## src/rtl/riscv_crypto_saes32_round_seq.sv

```systemverilog
// -----------------------------------------------------------------------------
// riscv_crypto_saes32_round_seq
//
// Sequences one full AES round (encrypt or decrypt, middle or final) as sixteen
// byte-wise operations on an external saes32 functional unit. The round input
// state and round key are captured on request. For each column, the round key
// word is passed through four FU operations, one per row. Each operation folds in
// one ShiftRows-selected state byte. The fourth result of a column is that column
// of the round output.
//
// Build option:
//   RISCV_CRYPTO_SAES32_ROUND_DEC_EN  defined   -> decrypt rounds supported
//                                     undefined -> req_dec ignored (encrypt only)
//
// Ports:
//   g_clk, g_rst            clock, synchronous active-high reset
//   req_valid/req_ready     round request handshake
//   req_dec, req_last       decrypt round / final round (no (Inv)MixColumns)
//   req_state, req_rkey     128-bit round input state and round key
//                           (word i = bits [32i+31:32i] = column i)
//   rsp_valid/rsp_ready     result handshake
//   rsp_state               128-bit round output, same layout as req_state
//   fu_valid/fu_ready       issue handshake to the saes32 functional unit
//   fu_rs1, fu_rs2, fu_bs   FU operands and byte select
//   fu_op_*                 one-hot FU operation select (ssm4 ops tied 0)
//   fu_rd                   FU result, used only on the issue handshake
// -----------------------------------------------------------------------------
module riscv_crypto_saes32_round_seq (
    input  logic         g_clk,
    input  logic         g_rst,
    input  logic         req_valid,
    output logic         req_ready,
    input  logic         req_dec,
    input  logic         req_last,
    input  logic [127:0] req_state,
    input  logic [127:0] req_rkey,
    output logic         rsp_valid,
    input  logic         rsp_ready,
    output logic [127:0] rsp_state,
    output logic         fu_valid,
    input  logic         fu_ready,
    output logic [31:0]  fu_rs1,
    output logic [31:0]  fu_rs2,
    output logic [1:0]   fu_bs,
    output logic         fu_op_encs,
    output logic         fu_op_encsm,
    output logic         fu_op_decs,
    output logic         fu_op_decsm,
    output logic         fu_op_ssm4_ks,
    output logic         fu_op_ssm4_ed,
    input  logic [31:0]  fu_rd
);

    typedef enum logic [1:0] {
        S_IDLE  = 2'd0,
        S_ISSUE = 2'd1,
        S_DONE  = 2'd2
    } state_t;

    state_t       state_r;
    logic [3:0]   cnt_r;
    logic [31:0]  acc_r;
    logic [127:0] st_r;
    logic [127:0] rk_r;
    logic         dec_r;
    logic         last_r;
    logic [127:0] res_r;

    logic         req_dec_s;
    logic [1:0]   col_s;
    logic [1:0]   bs_s;
    logic [1:0]   idx_s;

    // Selects 32-bit word i (column i) of a 128-bit block.
    function automatic logic [31:0] word_sel(input logic [127:0] v, input logic [1:0] i);
        logic [31:0] w;
        case (i)
            2'd0:    w = v[31:0];
            2'd1:    w = v[63:32];
            2'd2:    w = v[95:64];
            2'd3:    w = v[127:96];
            default: w = 32'd0;
        endcase
        return w;
    endfunction

    assign col_s = cnt_r[3:2];
    assign bs_s  = cnt_r[1:0];

`ifdef RISCV_CRYPTO_SAES32_ROUND_DEC_EN
    assign req_dec_s = req_dec;

    // ShiftRows takes row bs from column col+bs; InvShiftRows takes it from col-bs.
    always_comb begin
        idx_s = 2'd0;
        if (dec_r) begin
            idx_s = col_s - bs_s;
        end else begin
            idx_s = col_s + bs_s;
        end
    end

    assign fu_op_encsm = fu_valid & ~dec_r & ~last_r;
    assign fu_op_encs  = fu_valid & ~dec_r &  last_r;
    assign fu_op_decsm = fu_valid &  dec_r & ~last_r;
    assign fu_op_decs  = fu_valid &  dec_r &  last_r;
`else
    // Encrypt-only build: the decrypt request bit is forced to zero here.
    assign req_dec_s = req_dec & 1'b0;
    assign idx_s     = col_s + bs_s;

    assign fu_op_encsm = fu_valid & ~dec_r & ~last_r;
    assign fu_op_encs  = fu_valid & ~dec_r &  last_r;
    assign fu_op_decsm = 1'b0;
    assign fu_op_decs  = 1'b0;
`endif

    assign fu_op_ssm4_ks = 1'b0;
    assign fu_op_ssm4_ed = 1'b0;

    assign req_ready = (state_r == S_IDLE);
    assign fu_valid  = (state_r == S_ISSUE);
    assign rsp_valid = (state_r == S_DONE);
    assign rsp_state = res_r;

    // Operands are decoded from registers only, so they hold still across a
    // stall, and they read zero outside ISSUE.
    always_comb begin
        fu_rs1 = 32'd0;
        fu_rs2 = 32'd0;
        fu_bs  = 2'd0;
        if (fu_valid) begin
            fu_bs  = bs_s;
            fu_rs2 = word_sel(st_r, idx_s);
            if (bs_s == 2'd0) begin
                fu_rs1 = word_sel(rk_r, col_s);
            end else begin
                fu_rs1 = acc_r;
            end
        end else begin
            fu_rs1 = 32'd0;
            fu_rs2 = 32'd0;
            fu_bs  = 2'd0;
        end
    end

    // Round sequencer: capture, sixteen FU handshakes, then hold the result.
    always_ff @(posedge g_clk) begin
        if (g_rst) begin
            state_r <= S_IDLE;
            cnt_r   <= 4'd0;
            acc_r   <= 32'd0;
            res_r   <= 128'd0;
            st_r    <= 128'd0;
            rk_r    <= 128'd0;
            dec_r   <= 1'b0;
            last_r  <= 1'b0;
        end else begin
            case (state_r)
                S_IDLE: begin
                    if (req_valid) begin
                        st_r    <= req_state;
                        rk_r    <= req_rkey;
                        dec_r   <= req_dec_s;
                        last_r  <= req_last;
                        cnt_r   <= 4'd0;
                        state_r <= S_ISSUE;
                    end
                end
                S_ISSUE: begin
                    if (fu_ready) begin
                        acc_r <= fu_rd;
                        cnt_r <= cnt_r + 4'd1;
                        // The row-3 result completes the column.
                        if (bs_s == 2'd3) begin
                            res_r[{col_s, 5'd0} +: 32] <= fu_rd;
                        end
                        if (cnt_r == 4'd15) begin
                            state_r <= S_DONE;
                        end
                    end
                end
                S_DONE: begin
                    if (rsp_ready) begin
                        state_r <= S_IDLE;
                    end
                end
                default: begin
                    state_r <= S_IDLE;
                end
            endcase
        end
    end

endmodule

```

## config.mk

```make
export PLATFORM = sky130hd
export DESIGN_NAME = riscv_crypto_saes32_round_seq
export DESIGN_NICKNAME = d
export VERILOG_FILES = /design/src/rtl/riscv_crypto_saes32_round_seq.sv
export SDC_FILE = /design/constraint.sdc
export NUM_CORES = 1
export LEC_CHECK = 0
export BUFFER_PORTS_ARGS = -buffer_cell sky130_fd_sc_hd__buf_2
export CORE_AREA = 2 2 191 193
export CTS_CLUSTER_SIZE = 24
export DETAILED_ROUTE_END_ITERATION = 10
export DIE_AREA = 0 0 193 195
export GPL_TIMING_DRIVEN = 0
export PLACE_DENSITY = 0.83
export SLEW_MARGIN = 20
export SYNTH_ARGS = -nofsm -noshare
export SYNTH_HDL_FRONTEND = slang
export SYNTH_SLANG_ARGS = --single-unit
```

## constraint.sdc

```tcl
create_clock -name g_clk -period 3.98 [get_ports g_clk]
set_input_delay 0.597 -clock g_clk [delete_from_list [all_inputs] [get_ports g_clk]]
set_output_delay 0.597 -clock g_clk [all_outputs]
set_load 0.005 [all_outputs]
```

==> results by group <==
CTS
  – Number of buffers created by CTS: 45
  – Clk Latency, worst-skew pair: 0.57 ns
  – Post-CTS setup repair buffer count: 0
  – Hold bufs inserted after CTS: 0
  – Maximum buffer depth of the clock tree: 3
  – Total of cells resized after clock tree synthesis: 0
  – Clock Sinks: 423
  – Total number of H-tree levels: 2
  – Root buffer cell: clkbuf_16
  – Clock-pin transition on the worst setup and hold timing paths: 0.06 ns
  – CTS tree: done

Timing
  – Final-report hold violation count: 0
  – Max-slew headroom: around 41%
  – Finish-stage setup viols: 0
  – Final worst path period share: approximately 95%
  – Achievable Freq: 0.265 GHz
  – Fin Setup TNS: 0 ns
  – Max Slew Vio Count: 0
  – Post-layout minimum cycle time: between 3 and 4 ns
  – Transition time at the pin with the least slew margin: slightly below 0.9 ns
  – Unrepaired setup endpoints after global routing: no
  – Worst clock skew: 0.0301 ns

Cells and area
  – Seq. cell area: roughly 8500 um^2
  – Area of all placed cells without fillers: around 22,000 um^2
  – Top library cells by usage in the layout, fill and taps aside: nand2_1 (613), buf_2 (564), a21oi_1 (451)
  – # fillers: around 3,100
  – Fin nets: 3,137
  – Footprint of the multi-input gates: roughly 8000 um^2
  – Syn-to-layout area delta: 25.4%
  – Share of layout cells above drive strength 1: between 20% and 30%
  – Commonest non-fill, non-tap cell in the layout: nand2_1

Hold path
  – Hold Crit Start: req_rkey[105]
  – Min-delay worst type: in -> reg

Worst setup path
  – Critical path endpoint category: primary output
  – Startpoint of the most critical setup path: cnt_r[2]
  – Launching element type of the critical path: register
  – Setup CP Type: reg -> out
  – CP Max Fanout: 10
  – WP data required: around 3.4 ns
  – Worst R2R Start: cnt_r[2]
  – Data arrival, critical path: approximately 3.2 ns

Power and ir drop
  – P_sw: 2.49 mW
  – VDD IR-drop max: between 300 and 400 uV
  – Portion of total power attributed to the clock network: between 40 and 50%
  – Combinational cell fraction of total power: just under 10%
  – Internal power consumption: a little over 7 mW
  – Fraction of power spent switching nets: roughly a quarter
  – Share of power burned in registers: 46.8%
  – Static leakage: approximately 9.0 nW
  – Cell Pwr Density: 428 nW/um^2

Global route
  – Initial antenna violation count: 5
  – Global-route met2 utilization: between 50% and 60%
  – GRT Total Usage: between 30 and 40%
  – Maximum number of pins on one net before global-route repair: 14
  – Via count of the first global-routing pass: approximately 19,000
  – Routing layer with the top usage in global route: met2
  – Wire length of the first global-routing pass: between 100,000 and 150,000 um
  – Met1 track demand over resource in global routing: between 40% and 50%
  – M3 GR Usage: 6.70%
  – Total congestion overflow: 0

Synth
  – Number of synthesis warnings: 0
  – Synthesized area: between 15,000 and 20,000 um^2
  – Netlist cell types: 45
  – Post-synthesis async set-or-reset flop share: 0%
  – Sequential area share after synthesis: 47.5%
  – Gate Count Post-Synth: between 2,000 and 2,500
  – Ys flop type: dfxtp_1
  – Per-instance average area after synthesis: slightly below 8 um^2
  – Number of synthesized flops with an enable pin: 0
  – Seq cells post-synth: roughly 420

Placed design
  – Count of buffers from port buffering: 491
  – Half-perimeter wire length after detailed placement: approximately 53,000 um
  – RD Place Congestion: between 0.9 and 1
  – Placed cell areas: about 21,000 um^2

Detailed routing
  – Post-route DRC violation count: 0
  – Wirelength per Cell: 20.9 um
  – First drt pass iteration count: 6
  – Number of DRC violations after detailed-routing iteration 0: ~1,800
  – Vias per inst: 5.91
  – Wire length reported by the detailed router: approximately 70,000 um
  – Via count of the routed design: just under 20,000
  – Final ANT Viol Nets: 0

Floorplan
  – Initial cell density of the core: between 50% and 60%
  – Area enclosed by the die boundary: 37,600 um^2
  – Die H: approximately 200 um
  – Row count: 69
  – Die boundary width: between 150 and 200 um
  – Count of boundary I/O pins: ~500
  – Total core area: 35,400 um^2

Outcome
  – Result of the run: completed

Run
  – Maximum Capacitance Violations: 0
[sequential cells by signal, summed over array words and instances (netlist names)]
register and cells:
cnt_r 4, last_r 1, rk_r 128, st_r 128, acc_r 32, rsp_state 128, state_r 2
[worst paths after layout]
| check | slack, ns | cells after the start | end |
|---|---|---|---|
| max | 0.20 | 7 | fu_rs1[28] |
| min | 0.28 | 3 | rk_r[105] |
| max reg2reg | 1.41 | 6 | rsp_state[39] |
| min reg2reg | 0.45 | 2 | st_r[37] |
[metrics by stage]
| step | worst slack, ns | hold WS (ns) | utilization, % | total power, mW | cells |
|---|---|---|---|---|---|
| 3_5_place_dp | 0.851 | 0.444 | 59.0 | 5.50 | 3248 |
| 4_1_cts | 0.237 | 0.266 | 63.1 | 9.57 | 3331 |
| 3_3_place_gp | 0.856 | 0.439 | 59.0 | 5.48 | 3248 |
| 2_1_floorplan | 1.75 | 0.433 | - | 5.04 | 2296 |
| 6_report | 0.202 | 0.280 | 63.1 | 9.57 | 3335 |
| 5_1_grt | 0.0878 | 0.287 | 63.1 | 9.85 | 3334 |
[power groups by stage]
stage / Combinational (mW) / Clock, mW / Sequential, mW
2_1_floorplan: 0.496 / 0 / 4.55
5_1_grt: 1.03 / 4.33 / 4.50
4_1_cts: 0.934 / 4.16 / 4.48
6_report: 0.952 / 4.14 / 4.49
3_5_place_dp: 0.929 / 0 / 4.57
3_3_place_gp: 0.915 / 0 / 4.57
[worst max-delay path, cell delays in order, from the launching register on]
cell,delay [ns]
dfxtp_1,0.59
ha_1,0.31
buf_2,0.26
buf_1,0.58
a21o_1,0.21
o221ai_1,0.10
a21oi_1,0.39
buf_2,0.20
[synthesized netlist by cell type (32+ instances only)]
cell,instances,share of area (%)
a21o_1,32,1.3
a21oi_1,451,13
a22o_1,32,1.6
buf_2,73,2.0
clkbuf_1,130,2.7
dfxtp_1,423,47
nand2_1,613,13
nand2b_1,35,1.2
nand3_1,33,0.93
nand4_1,129,4.5
nor3_1,34,0.95
o21ai_0,158,4.4
o221ai_1,32,1.6
[final cells by class]
cell class              instances  share of cell area [%]
diodes                          4                  0.0448
inverters                      11                   0.185
multi-input cells            1621                    36.5
clock buffers                  62                    5.77
plain buffers                 241                    5.25
repair buffers                491                    11.0
flip-flops and latches        423                    37.9
well taps                     461                    2.58
clock inverters                21                   0.784
[kinds of logic after synthesis]
family	Yosys count	synth area share, %
AOI/OAI and AO/OA	743	23.4
xor gates and xnor gates	3	0.316
adders and majority gates	8	0.561
buffers and inverters	252	6.81
DFF	423	47.5
muxes	1	0.0561
other	1	0.0210
and+or+nand+nor	862	21.3
[layer usage]
layer	wire length [um]	part of all wire (%)
met4	4310	6.2
met5	13	0.019
met2	32100	46
met3	7090	10
met1	26100	38
Power figures use the tool's default switching activity.
